==> config.mk <==
export PLATFORM = sky130hd
export DESIGN_NAME = text_writer
export DESIGN_NICKNAME = d
export VERILOG_FILES = /design/src/rtl/text_writer_pkg.sv /design/src/rtl/text_writer.sv
export SDC_FILE = /design/constraint.sdc
export NUM_CORES = 1
export LEC_CHECK = 0
export CORE_MARGIN = 5
export CORE_UTILIZATION = 62
export CTS_CLUSTER_SIZE = 40
export DETAILED_ROUTE_END_ITERATION = 8
export MAX_ROUTING_LAYER = met4
export PLACE_DENSITY = 0.9
export SLEW_MARGIN = 40
export SYNTH_ARGS = -nofsm -noshare
export SYNTH_HDL_FRONTEND = slang
export SYNTH_SLANG_ARGS = --single-unit
==> constraint.sdc <==
create_clock -name clk -period 8 [get_ports clk]
set_clock_uncertainty 0.1 [all_clocks]
set_input_delay 1.6 -clock clk [delete_from_list [all_inputs] [get_ports clk]]
set_output_delay 1.6 -clock clk [all_outputs]
set_load 0.01 [all_outputs]
==> src/rtl/text_writer_pkg.sv <==
// rtl/text_writer_pkg.sv - shared constants for the character tile RAM writer
// Control codes, FSM encoding and default screen geometry.
package text_writer_pkg;

    localparam int TW_COLS   = 40;
    localparam int TW_ROWS   = 30;
    localparam int TW_ADDR_W = 11;

    localparam logic [7:0] CH_LF    = 8'h0A;
    localparam logic [7:0] CH_CR    = 8'h0D;
    localparam logic [7:0] CH_BS    = 8'h08;
    localparam logic [7:0] CH_FF    = 8'h0C;
    localparam logic [7:0] CH_SPACE = 8'h20;
    localparam logic [7:0] CH_DEL   = 8'h7F;

    localparam logic [1:0] IDLE     = 2'd0;
    localparam logic [1:0] WRITE    = 2'd1;
    localparam logic [1:0] CLR_LINE = 2'd2;
    localparam logic [1:0] CLR_ALL  = 2'd3;

    // Codes below space and DEL are control codes; everything else prints.
    function automatic logic is_printable(input logic [7:0] b);
        return (b >= CH_SPACE) && (b != CH_DEL);
    endfunction

endpackage

==> src/rtl/text_writer.sv <==
// rtl/text_writer.sv - byte stream to tile RAM write sequencer with text cursor
// Write outputs are registered from next-state values so each write lines up with its state.
module text_writer
    import text_writer_pkg::*;
#(
    parameter int         COLS   = TW_COLS,
    parameter int         ROWS   = TW_ROWS,
    parameter int         ADDR_W = TW_ADDR_W,
    parameter logic [7:0] FILL   = CH_SPACE
) (
    input  logic              clk,
    input  logic              rstn,
    input  logic [7:0]        in_data,
    input  logic              in_valid,
    output logic              in_ready,
    output logic              wr_en,
    output logic [ADDR_W-1:0] wr_addr,
    output logic [7:0]        wr_data,
    output logic [5:0]        cur_x,
    output logic [4:0]        cur_y,
    output logic              busy
);

    localparam int CELLS = COLS * ROWS;
    localparam int CNT_W = $clog2(CELLS + 1);

    localparam logic [5:0]        X_LAST = 6'(COLS - 1);
    localparam logic [4:0]        Y_LAST = 5'(ROWS - 1);
    localparam logic [ADDR_W-1:0] A_COLS = ADDR_W'(COLS);
    localparam logic [CNT_W-1:0]  N_LINE = CNT_W'(COLS);
    localparam logic [CNT_W-1:0]  N_ALL  = CNT_W'(CELLS);

    generate
        if (CELLS > (1 << ADDR_W)) begin : g_bad_geometry
            $error("text_writer: COLS*ROWS does not fit in ADDR_W address bits");
        end
    endgenerate

    logic [1:0]        r_state, w_state;
    logic [CNT_W-1:0]  r_cnt, w_cnt;
    logic [5:0]        r_x, w_x;
    logic [4:0]        r_y, w_y;
    logic [ADDR_W-1:0] r_row_base, w_row_base;
    logic              r_adv, w_adv;
    logic              r_wr_en, w_wr_en;
    logic [ADDR_W-1:0] r_wr_addr, w_wr_addr;
    logic [7:0]        r_wr_data, w_wr_data;
    logic              w_line_start;
    logic [4:0]        w_next_y;
    logic [ADDR_W-1:0] w_next_base;

    // Line advance without a multiplier: row_base tracks cur_y*COLS.
    assign w_next_y    = (r_y == Y_LAST) ? '0 : r_y + 5'd1;
    assign w_next_base = (r_y == Y_LAST) ? '0 : r_row_base + A_COLS;

    always_comb begin
        w_state      = r_state;
        w_cnt        = r_cnt;
        w_x          = r_x;
        w_y          = r_y;
        w_row_base   = r_row_base;
        w_adv        = r_adv;
        w_wr_en      = 1'b0;
        w_wr_addr    = r_wr_addr;
        w_wr_data    = r_wr_data;
        w_line_start = 1'b0;
        case (r_state)
            IDLE: begin
                if (in_valid) begin
                    case (in_data)
                        CH_LF: begin
                            w_x          = '0;
                            w_y          = w_next_y;
                            w_row_base   = w_next_base;
                            w_line_start = 1'b1;
                        end
                        CH_CR: w_x = '0;
                        CH_BS: begin
                            if (r_x != '0) begin
                                w_x       = r_x - 6'd1;
                                w_adv     = 1'b0;
                                w_state   = WRITE;
                                w_wr_en   = 1'b1;
                                w_wr_addr = r_row_base + ADDR_W'(r_x - 6'd1);
                                w_wr_data = FILL;
                            end
                        end
                        CH_FF: begin
                            w_state   = CLR_ALL;
                            w_cnt     = CNT_W'(1);
                            w_wr_en   = 1'b1;
                            w_wr_addr = '0;
                            w_wr_data = FILL;
                        end
                        default: begin
                            if (is_printable(in_data)) begin
                                w_adv     = 1'b1;
                                w_state   = WRITE;
                                w_wr_en   = 1'b1;
                                w_wr_addr = r_row_base + ADDR_W'(r_x);
                                w_wr_data = in_data;
                            end
                        end
                    endcase
                end
            end
            WRITE: begin
                if (!r_adv) begin
                    w_state = IDLE;
                end else if (r_x != X_LAST) begin
                    w_x     = r_x + 6'd1;
                    w_state = IDLE;
                end else begin
                    w_x          = '0;
                    w_y          = w_next_y;
                    w_row_base   = w_next_base;
                    w_line_start = 1'b1;
                end
            end
            CLR_LINE: begin
                if (r_cnt == N_LINE) begin
                    w_state = IDLE;
                end else begin
                    w_wr_en   = 1'b1;
                    w_wr_addr = r_row_base + ADDR_W'(r_cnt);
                    w_wr_data = FILL;
                    w_cnt     = r_cnt + CNT_W'(1);
                end
            end
            default: begin
                if (r_cnt == N_ALL) begin
                    w_state    = IDLE;
                    w_x        = '0;
                    w_y        = '0;
                    w_row_base = '0;
                end else begin
                    w_wr_en   = 1'b1;
                    w_wr_addr = ADDR_W'(r_cnt);
                    w_wr_data = FILL;
                    w_cnt     = r_cnt + CNT_W'(1);
                end
            end
        endcase
        // The first cell of a line clear is issued on the entry edge so the
        // CLR_LINE state and its COLS writes coincide cycle for cycle.
        if (w_line_start) begin
            w_state   = CLR_LINE;
            w_cnt     = CNT_W'(1);
            w_wr_en   = 1'b1;
            w_wr_addr = w_row_base;
            w_wr_data = FILL;
        end
    end

    always_ff @(posedge clk or negedge rstn) begin
        if (!rstn) begin
            r_state    <= CLR_ALL;
            r_cnt      <= '0;
            r_x        <= '0;
            r_y        <= '0;
            r_row_base <= '0;
            r_adv      <= 1'b0;
            r_wr_en    <= 1'b0;
            r_wr_addr  <= '0;
            r_wr_data  <= '0;
        end else begin
            r_state    <= w_state;
            r_cnt      <= w_cnt;
            r_x        <= w_x;
            r_y        <= w_y;
            r_row_base <= w_row_base;
            r_adv      <= w_adv;
            r_wr_en    <= w_wr_en;
            r_wr_addr  <= w_wr_addr;
            r_wr_data  <= w_wr_data;
        end
    end

    assign in_ready = (r_state == IDLE);
    assign busy     = (r_state != IDLE);
    assign wr_en    = r_wr_en;
    assign wr_addr  = r_wr_addr;
    assign wr_data  = r_wr_data;
    assign cur_x    = r_x;
    assign cur_y    = r_y;

endmodule

==> impl_metrics.env <==
export IMPL_postCtsSetupBuffers=0
export IMPL_cp_max_fo=11
export IMPL_cap_violations=0
export IMPL_fin_ws_ns=2.35
export IMPL_syn_inst=499
export IMPL_synth_top_family_by_area="compound AO/OA/AOI/OAI gates"
export IMPL_clkTransAtPathRegs_ns=0.10
export IMPL_initial_core_util_pct=62.8
export IMPL_synth_seq_cells=56
export IMPL_clock_path_buffers=2
export IMPL_syn_to_final_growth_pct=12.8
export IMPL_timing_hold_ws_ns=0.375
export IMPL_rsz0062_at_grt="false"
export IMPL_crit_type="in2reg"
export IMPL_ys_flop_type="dfrtp_1"
export IMPL_finalSetupViolCount=0
export IMPL_muxShareOfSynthArea_pct=0.534
export IMPL_wl_per_cell_um=19.4
export IMPL_final_nets=573
export IMPL_syn_nets=541
export IMPL_rr_worst_depth=11
export IMPL_cts_max_level=2
export IMPL_period_needed_ns=5.65
export IMPL_n_antenna_cell=0
export IMPL_hp_class="reg2reg"
export IMPL_cp_required_ns=8.11
export IMPL_post_route_period_util_pct=70.7
export IMPL_yosysSeqAreaShare_pct=33.3
export IMPL_hpwl_um=8770
export IMPL_cts_sinks=56
export IMPL_endpoint_kind="register"
export IMPL_drive_gt1_share_pct=5.64
export IMPL_multi_input_area_um2=2650
export IMPL_holdPathStages=2
export IMPL_cts_tree="done"
export IMPL_final_setup_tns_ns=0
export IMPL_antenna_found_initial=0
export IMPL_grt_max_degree=57
export IMPL_final_hold_violation_count=0
export IMPL_final_util_pct=70.8
export IMPL_port_buffers=43
export IMPL_p_leak_nw=2.08
export IMPL_dpl_worst_slack_ns=2.22
export IMPL_totalWireLength_um=11900
export IMPL_dieWidth_um=92.5
export IMPL_die_h_um=92.5
export IMPL_synthSimpleGateAreaFrac_pct=22.2
export IMPL_vias=4151
export IMPL_grt_remaining_overflow=0
export IMPL_synth_compound_area_share_pct=24.7
export IMPL_grt_first_pass_wirelength_um=19100
export IMPL_fillers=535
export IMPL_die_area_um2=8550
export IMPL_postSynthAreaPerCell_um2=8.45
export IMPL_insertion_delay_ns=0.32
export IMPL_coreArea_um2=6720
export IMPL_outcome="finished clean"
export IMPL_num_rows=30
export IMPL_drt_iter0_markers=347
export IMPL_max_slew_margin_pct=44.0
export IMPL_cts_resized_gates=0
export IMPL_fmax_ghz=0.177
export IMPL_seqCellArea_um2=1400
export IMPL_ioPinCount=44
export IMPL_synthAdderAreaFrac_pct=9.55
export IMPL_arrival_ns=5.76
export IMPL_grt_usage_pct=28.9
export IMPL_grt_pass1_vias=3783
export IMPL_route_detailed_drc=0
export IMPL_ant_nets=0
export IMPL_gp_congestion=0.959
export IMPL_synthXorXnorAreaFrac_pct=5.61
export IMPL_synth_warnings=0
export IMPL_holdBufCountCts=0
export IMPL_synth_edf_count=0
export IMPL_startpoint_type="input pin"
export IMPL_async_flop_share_pct=100
export IMPL_slew_violations=0
export IMPL_via_per_inst=6.78
export IMPL_tightest_slew_ns=0.840
export IMPL_p_per_area_nw_per_um2=98.7
export IMPL_ir_drop_mv=0.0774
export IMPL_syn_area_um2=4220
export IMPL_synth_cell_type_count=69
export IMPL_root_buffer="clkbuf_8"
export IMPL_cts_buffers=5
export IMPL_dr_pass1_iters=6
## synthesized netlist by cell type (4+ instances only)
master	number	area [um2]
a21o_1	7	52.6
a21oi_1	33	165
nand2_1	58	218
o21ai_0	40	200
nor2_1	38	143
nor3_1	10	50.1
a222oi_1	4	40.0
and3_1	12	75.1
xor2_1	8	70.1
nand3_1	35	175
and2_1	4	25.0
a31oi_1	16	100
o31ai_1	5	37.5
clkbuf_1	9	33.8
xnor2_1	19	166
or3_1	4	25.0
o211ai_1	4	30.0
inv_1	16	60.1
o21a_1	5	37.5
dfrtp_1	54	1350
ha_1	29	363
buf_2	7	35.0
## worst max-delay path, stage by stage
cell,delay (ns)
clkdlybuf4s50_1,0.47
nor4_1,0.61
nand4b_1,0.33
inv_1,0.33
ha_1,0.30
inv_1,0.08
ha_1,0.19
fa_1,0.23
nand3_1,0.10
and2_1,0.18
o41ai_1,0.54
a31oi_1,0.20
xnor2_1,0.18
o221ai_1,0.12
o221a_1,0.28
## sequential cells by signal, summed over array words and instances (netlist names)
signal	cells
r_cnt	11
r_row_base	11
wr_addr	11
wr_data	8
cur_x	6
cur_y	5
r_state	2
r_adv	1
wr_en	1
## cells in the final DEF (no fill, tap or decap), types with 4 or more instances in the layout
master	n
xor2_1	8
nand2_1	58
o211ai_1	4
o21a_1	5
a21oi_1	32
nor2_1	38
ha_1	29
clkdlybuf4s50_1	42
xnor2_1	19
and3_1	12
dfrtp_1	54
a31oi_1	15
clkbuf_8	5
nand3_1	35
a222oi_1	4
inv_1	16
a21o_1	7
o21ai_0	40
nor3_1	10
and2_1	4
o31ai_1	5
or3_1	4
## per-stage QoR
| stage | total power, mW | area (um2) | std cells |
|---|---|---|---|
| final | 0.470 | 4760 | 612 |
| after global routing | 0.488 | 4760 | 612 |
| after CTS | 0.470 | 4750 | 611 |
| after detailed placement | 0.308 | 4660 | 603 |
| after global placement | 0.307 | 4650 | 603 |
| after floorplan | 0.294 | 4220 | 499 |
## layout make-up
type                       count  share of cell area, %
clock inverter                 3                  0.447
timing repair buffer          46                   9.36
clock buffer                   5                   1.45
tap                           80                   2.10
multi-input combinational    403                   55.7
sequential                    56                   29.5
inverter                      19                   1.50
## cell families after synthesis
kind of cell	after synthesis
buffers and inverters	40
adder cells (fa/ha/maj)	31
AND/OR/NAND/NOR	188
AO/OA/AOI/OAI	155
multiplexers	2
flip-flops	56
XOR/XNOR	27
## report_power, final
part / internal [mW] / total (mW) / switching [mW]
clock: 0.0626 / 0.167 / 0.105
sequential: 0.283 / 0.284 / 0.000366
combinational: 0.00695 / 0.0190 / 0.0120
## routing by layer
layer  vias up  track usage (%)  wire length [um]
met5         -                -                 0
met2       202             47.1              5770
met3        44             4.79               882
met1      1996             37.8              4960
li1       1909                -                 -
met4         0             7.43               253
## path summary, 6_finish.rpt
check,start,to,slack [ns]
setup / recovery,in_data[5],wr_addr[10]$_DFFE_PN0P_,2.35
hold / removal,wr_data[6]$_DFFE_PN0P_,wr_data[6]$_DFFE_PN0P_,0.38
setup reg to reg,cur_x[2]$_DFFE_PN0P_,wr_addr[10]$_DFFE_PN0P_,4.39
hold reg to reg,wr_data[6]$_DFFE_PN0P_,wr_data[6]$_DFFE_PN0P_,0.38
max in group asynchronous,rstn,wr_data[4]$_DFFE_PN0P_,6.02
min in group asynchronous,rstn,cur_y[3]$_DFFE_PN0P_,1.30
(Power assumes the default switching activity.)
==> variant 1 (config.mk and constraints unchanged) <==
The package constant `TW_ADDR_W` goes from 11 to 12.
--- a/src/rtl/text_writer_pkg.sv
+++ b/src/rtl/text_writer_pkg.sv
@@ -5,5 +5,5 @@
     localparam int TW_COLS   = 40;
     localparam int TW_ROWS   = 30;
-    localparam int TW_ADDR_W = 11;
+    localparam int TW_ADDR_W = 12;
 
     localparam logic [7:0] CH_LF    = 8'h0A;
Interface: changed (resized wr_addr); port bits go from 44 to 45. The function was not compared with the original's and may differ.
==> variant 1 against the original RTL <==
Hold slack improved by 12 ps. First-iteration DRC count grew 28%. Design area up 11%. Synthesized area up 7.8%. Power is 32% higher. Synthesized cell count is 7.6% higher. Setup slack improved by 130 ps. Routed wire length is 11% higher. Sequential cell count grew 2. Combinational power up 9%. Register-to-register slack gained 350 ps. Critical endpoint is now wr_addr[6]. Largest cell class unchanged.
==> variant 1: results (changes against the original RTL) <==
[metrics] number of global-route vias before repair: 4434 (+17%)
[metrics] post-synthesis sequential area ratio: 31.98% (-1.3 points)
[metrics] library cell contributing the largest single delay on the critical path: sky130_fd_sc_hd__nor4_4
[metrics] nonclk inv count: 22 (+3)
[metrics] Seq. cell area: 1454 um2 (+3.6%)
[metrics] number of storage elements in the synthesis netlist: 58 (+3.6%)
[metrics] clock edge transition at the registers on the reported setup and hold paths: 70 ps (-30 ps)
[metrics] TritonCTS Buffers: 9 (+4)
[metrics] detailed-route wire length per cell: 19.39 um (about the same)
[metrics] wire length on met1: 5023 um (+1.2%)
[metrics] area post-placement: 5025 um2 (+7.9%)
[metrics] maximum number of pins on one net before global-route repair: 59 (+3.5%)
[metrics] Filler Cells Inserted: 552 (+3.2%)
[metrics] syn_area_per_cell: 8.465 um2 (+0.15%)
[metrics] worst slack after detailed placement: 2007 ps (-210.1 ps)
[metrics] final net count: 620 (+8.2%)
[metrics] top cells by instance count after synthesis: sky130_fd_sc_hd__nand2_1 (70), sky130_fd_sc_hd__dfrtp_1 (56), sky130_fd_sc_hd__o21ai_0 (45)
[metrics] result of the run: finished, final reports clean
[metrics] routing usage on met1: 37.85% (+0.097 points)
[metrics] Detail Placement HPWL: 9344 um (+6.6%)
[metrics] number of port buffers: 44 (+2.3%)
[metrics] number of clock buffers in the layout: 11 (+6)
[metrics] first-pass iteration count of the detailed router: 8 (+2)
[metrics] htree depth: 3 (+1)
[metrics] distinct cell type count after synthesis: 73 (+5.8%)
[metrics] critical path startpoint: in_data[4]
[metrics] ClkCell Share: 4.152% (+2.3 points)
[metrics] Signal buf overhead: 9.063% (-0.30 points)
[metrics] global-route wire length before repair: 21270 um (+11%)
[metrics] startpoint of the worst register-to-register path: r_cnt[1]
[metrics] min-delay src: wr_addr[2]
[metrics] gpl congestion: 1.027 (+7.1%)
[metrics] met2 wire length: 6364 um (+10%)
[metrics] number of instances in the synthesized netlist: 537 (+7.6%)
[metrics] number of non-filler instances in the completed layout: 679 (+11%)
[metrics] net count after synthesis: 582 (+7.6%)
==> variant 1: kinds of logic after synthesis <==
group | after synthesis | synth area share [%]
adder cells (fa/ha/maj) | 34 | 9.689
AO/OA/AOI/OAI | 180 | 26.89
AND/OR/NAND/NOR | 193 | 21.47
flip-flops | 58 | 31.98
buffers and inverters | 42 | 4.046
XOR/XNOR | 26 | 5.010
multiplexers | 4 | 0.9083
==> variant 1: report_power, final <==
part	switching, mW	internal [mW]
Combinational	0.0126	0.00812
Sequential	0.000208	0.293
Clock	0.125	0.183
==> variant 1: path summary, 6_finish.rpt <==
kind	cells after the start	to	slack, ps
setup / recovery	16	wr_addr[6]	2480
hold / removal	1	wr_addr[2]	390
setup reg to reg	8	wr_addr[6]	4740
hold reg to reg	1	wr_addr[2]	390
max in group asynchronous	3	r_state[1]	6040
min in group asynchronous	2	r_row_base[5]	1190
==> variant 2 (same settings) <==
Without the edit above. `r_x`, `r_y`, `r_wr_addr` and `r_wr_data` no longer have a reset.
--- a/src/rtl/text_writer.sv
+++ b/src/rtl/text_writer.sv
@@ -157,22 +157,21 @@
             r_state    <= CLR_ALL;
             r_cnt      <= '0;
-            r_x        <= '0;
-            r_y        <= '0;
             r_row_base <= '0;
             r_adv      <= 1'b0;
             r_wr_en    <= 1'b0;
-            r_wr_addr  <= '0;
-            r_wr_data  <= '0;
         end else begin
             r_state    <= w_state;
             r_cnt      <= w_cnt;
-            r_x        <= w_x;
-            r_y        <= w_y;
             r_row_base <= w_row_base;
             r_adv      <= w_adv;
             r_wr_en    <= w_wr_en;
-            r_wr_addr  <= w_wr_addr;
-            r_wr_data  <= w_wr_data;
         end
+    end
+
+    always_ff @(posedge clk) begin
+        r_x       <= w_x;
+        r_y       <= w_y;
+        r_wr_addr <= w_wr_addr;
+        r_wr_data <= w_wr_data;
     end
 
Function: changed (Yosys sat finds a counterexample within 4 cycles, from zero or initial values and one cycle with rstn low).
==> variant 2 against the original RTL <==
Sequential cell count unchanged. Synthesized area increased by 6.4%. Critical path depth decreased by 4. Setup slack improved by 350 ps. Largest cell class unchanged. Critical path type unchanged. First-iteration DRC count increased by 14%. Highest routed layer unchanged. Critical endpoint is now wr_addr[10]. Design area increased by 6.2%. Routed wire length increased by 4.5%.
Power is not compared: it rests on default switching activity, and its combinational part moved more than twofold at a synthesized area within 25%.
==> variant 2: results (changes against the original RTL) <==
[metrics] multi-input logic portion of the cell area: 56.28% (+0.62 points)
[metrics] GR Layer Usage met3: 4.025% (-0.77 points)
[metrics] global-route usage over all layers: 28.82% (-0.12 points)
[metrics] worst slack after detailed placement: 2394 ps (+176.6 ps)
[metrics] top cells by instance count after synthesis: sky130_fd_sc_hd__nor2_1 (55), sky130_fd_sc_hd__nand2_1 (49), sky130_fd_sc_hd__o21ai_0 (39)
[metrics] shortest period the worst path allows: 5301 ps (-351.5 ps)
[metrics] Signal buf overhead: 8.814% (-0.54 points)
[metrics] Arr. time, crit path: 5270 ps (-490 ps)
[metrics] gpl congestion: 0.9416 (-1.8%)
[metrics] initial detailed-routing violation count: 395 (+14%)
[metrics] net count after synthesis: 570 (+5.4%)
[metrics] number of synthesis warnings: 0 (unchanged)
[metrics] Detail Placement HPWL: 9541 um (+8.9%)
[metrics] ratio of cells with drive above 1 in the final layout: 5.160% (-0.48 points)
[metrics] fraction of synthesized area in multiplexers: 0.8921% (+0.36 points)
[metrics] final net count: 603 (+5.2%)
[metrics] number of flops mapped to enable cells by yosys: 22 (+22)
[metrics] detailed-route wire length per cell: 18.77 um (-3.2%)
[metrics] Non-CTS buffers: 45 (-2.2%)
[metrics] first-pass iteration count of the detailed router: 5 (-1)
[metrics] syn_area_per_cell: 8.500 um2 (+0.56%)
[metrics] GR Util met2: 47.99% (+0.92 points)
[metrics] distinct cell type count after synthesis: 73 (+5.8%)
[metrics] Worst Hold Margin: 378.7 ps (+3.487 ps)
[metrics] post-synthesis share of cell area spent on full adders, half adders and majority gates: 8.977% (-0.58 points)
[metrics] share of synthesized flip-flops with an asynchronous set or reset: 46.43% (-54 points)
[metrics] detailed-route via count: 4399 (+6.0%)
[metrics] xor/xnor share of the synthesized area: 4.293% (-1.3 points)
[metrics] met2 wire length: 6014 um (+4.2%)
[metrics] share of cell area taken by flip-flops and latches: 29.17% (-0.33 points)
[metrics] Area growth syn-to-layout: 12.60%
[metrics] number of global-route vias before repair: 4222 (+12%)
[metrics] global-route wire length before repair: 20000 um (+4.4%)
[metrics] internal reg-to-reg setup slack: 3800 ps (-590 ps)
[metrics] maximum cell stage delay along the critical path: 760 ps (+150 ps)
[metrics] maximum number of pins on one net before global-route repair: 27 (-53%)
[metrics] pin slew with the least headroom to its limit: 823.8 ps (-16.04 ps)
[metrics] largest fanout on the critical path: 10 (-1)
[metrics] clock edge transition at the registers on the reported setup and hold paths: 120 ps (+20 ps)
[metrics] result of the run: finished, final reports clean
[metrics] post-synthesis compound-gate area fraction: 23.08% (-1.6 points)
[metrics] ClkCell Share: 1.882% (-0.011 points)
[metrics] Synth area leaders: sky130_fd_sc_hd__edfxtp_1 (15%), sky130_fd_sc_hd__dfrtp_1 (13%), sky130_fd_sc_hd__ha_1 (8.1%), sky130_fd_sc_hd__nor2_1 (4.6%), sky130_fd_sc_hd__o21ai_0 (4.3%)
[metrics] Multi-In Gates: 434 (+7.7%)
[metrics] post-synthesis sequential area ratio: 32.84% (-0.44 points)
## variant 2: cell types whose count changed after synthesis, moves of 8 or more
| cell | delta |
|---|---|
| sky130_fd_sc_hd__edfxtp_1 | +22 |
| sky130_fd_sc_hd__nand3_1 | -8 |
| sky130_fd_sc_hd__dfrtp_1 | -30 |
| sky130_fd_sc_hd__nor2_1 | +17 |
| sky130_fd_sc_hd__xnor2_1 | -8 |
| sky130_fd_sc_hd__dfxtp_1 | +8 |
| sky130_fd_sc_hd__nand2_1 | -9 |
## variant 2: final timing paths
path	endpoint	from	cells past startpoint
setup / recovery	wr_addr[10]	in_data[5]	11
setup reg to reg	wr_addr[10]	cur_x[0]	11
hold reg to reg	wr_data[7]	wr_data[7]	2
min in group asynchronous	r_row_base[1]	rstn	2
hold / removal	wr_data[7]	wr_data[7]	2
max in group asynchronous	r_state[0]	rstn	2
## variant 2: power breakdown
group / internal [mW] / switching, mW
logic: 0.283 / 0.327
clock network: 0.0650 / 0.105
registers: 0.394 / 0.111
total: 0.743 / 0.544
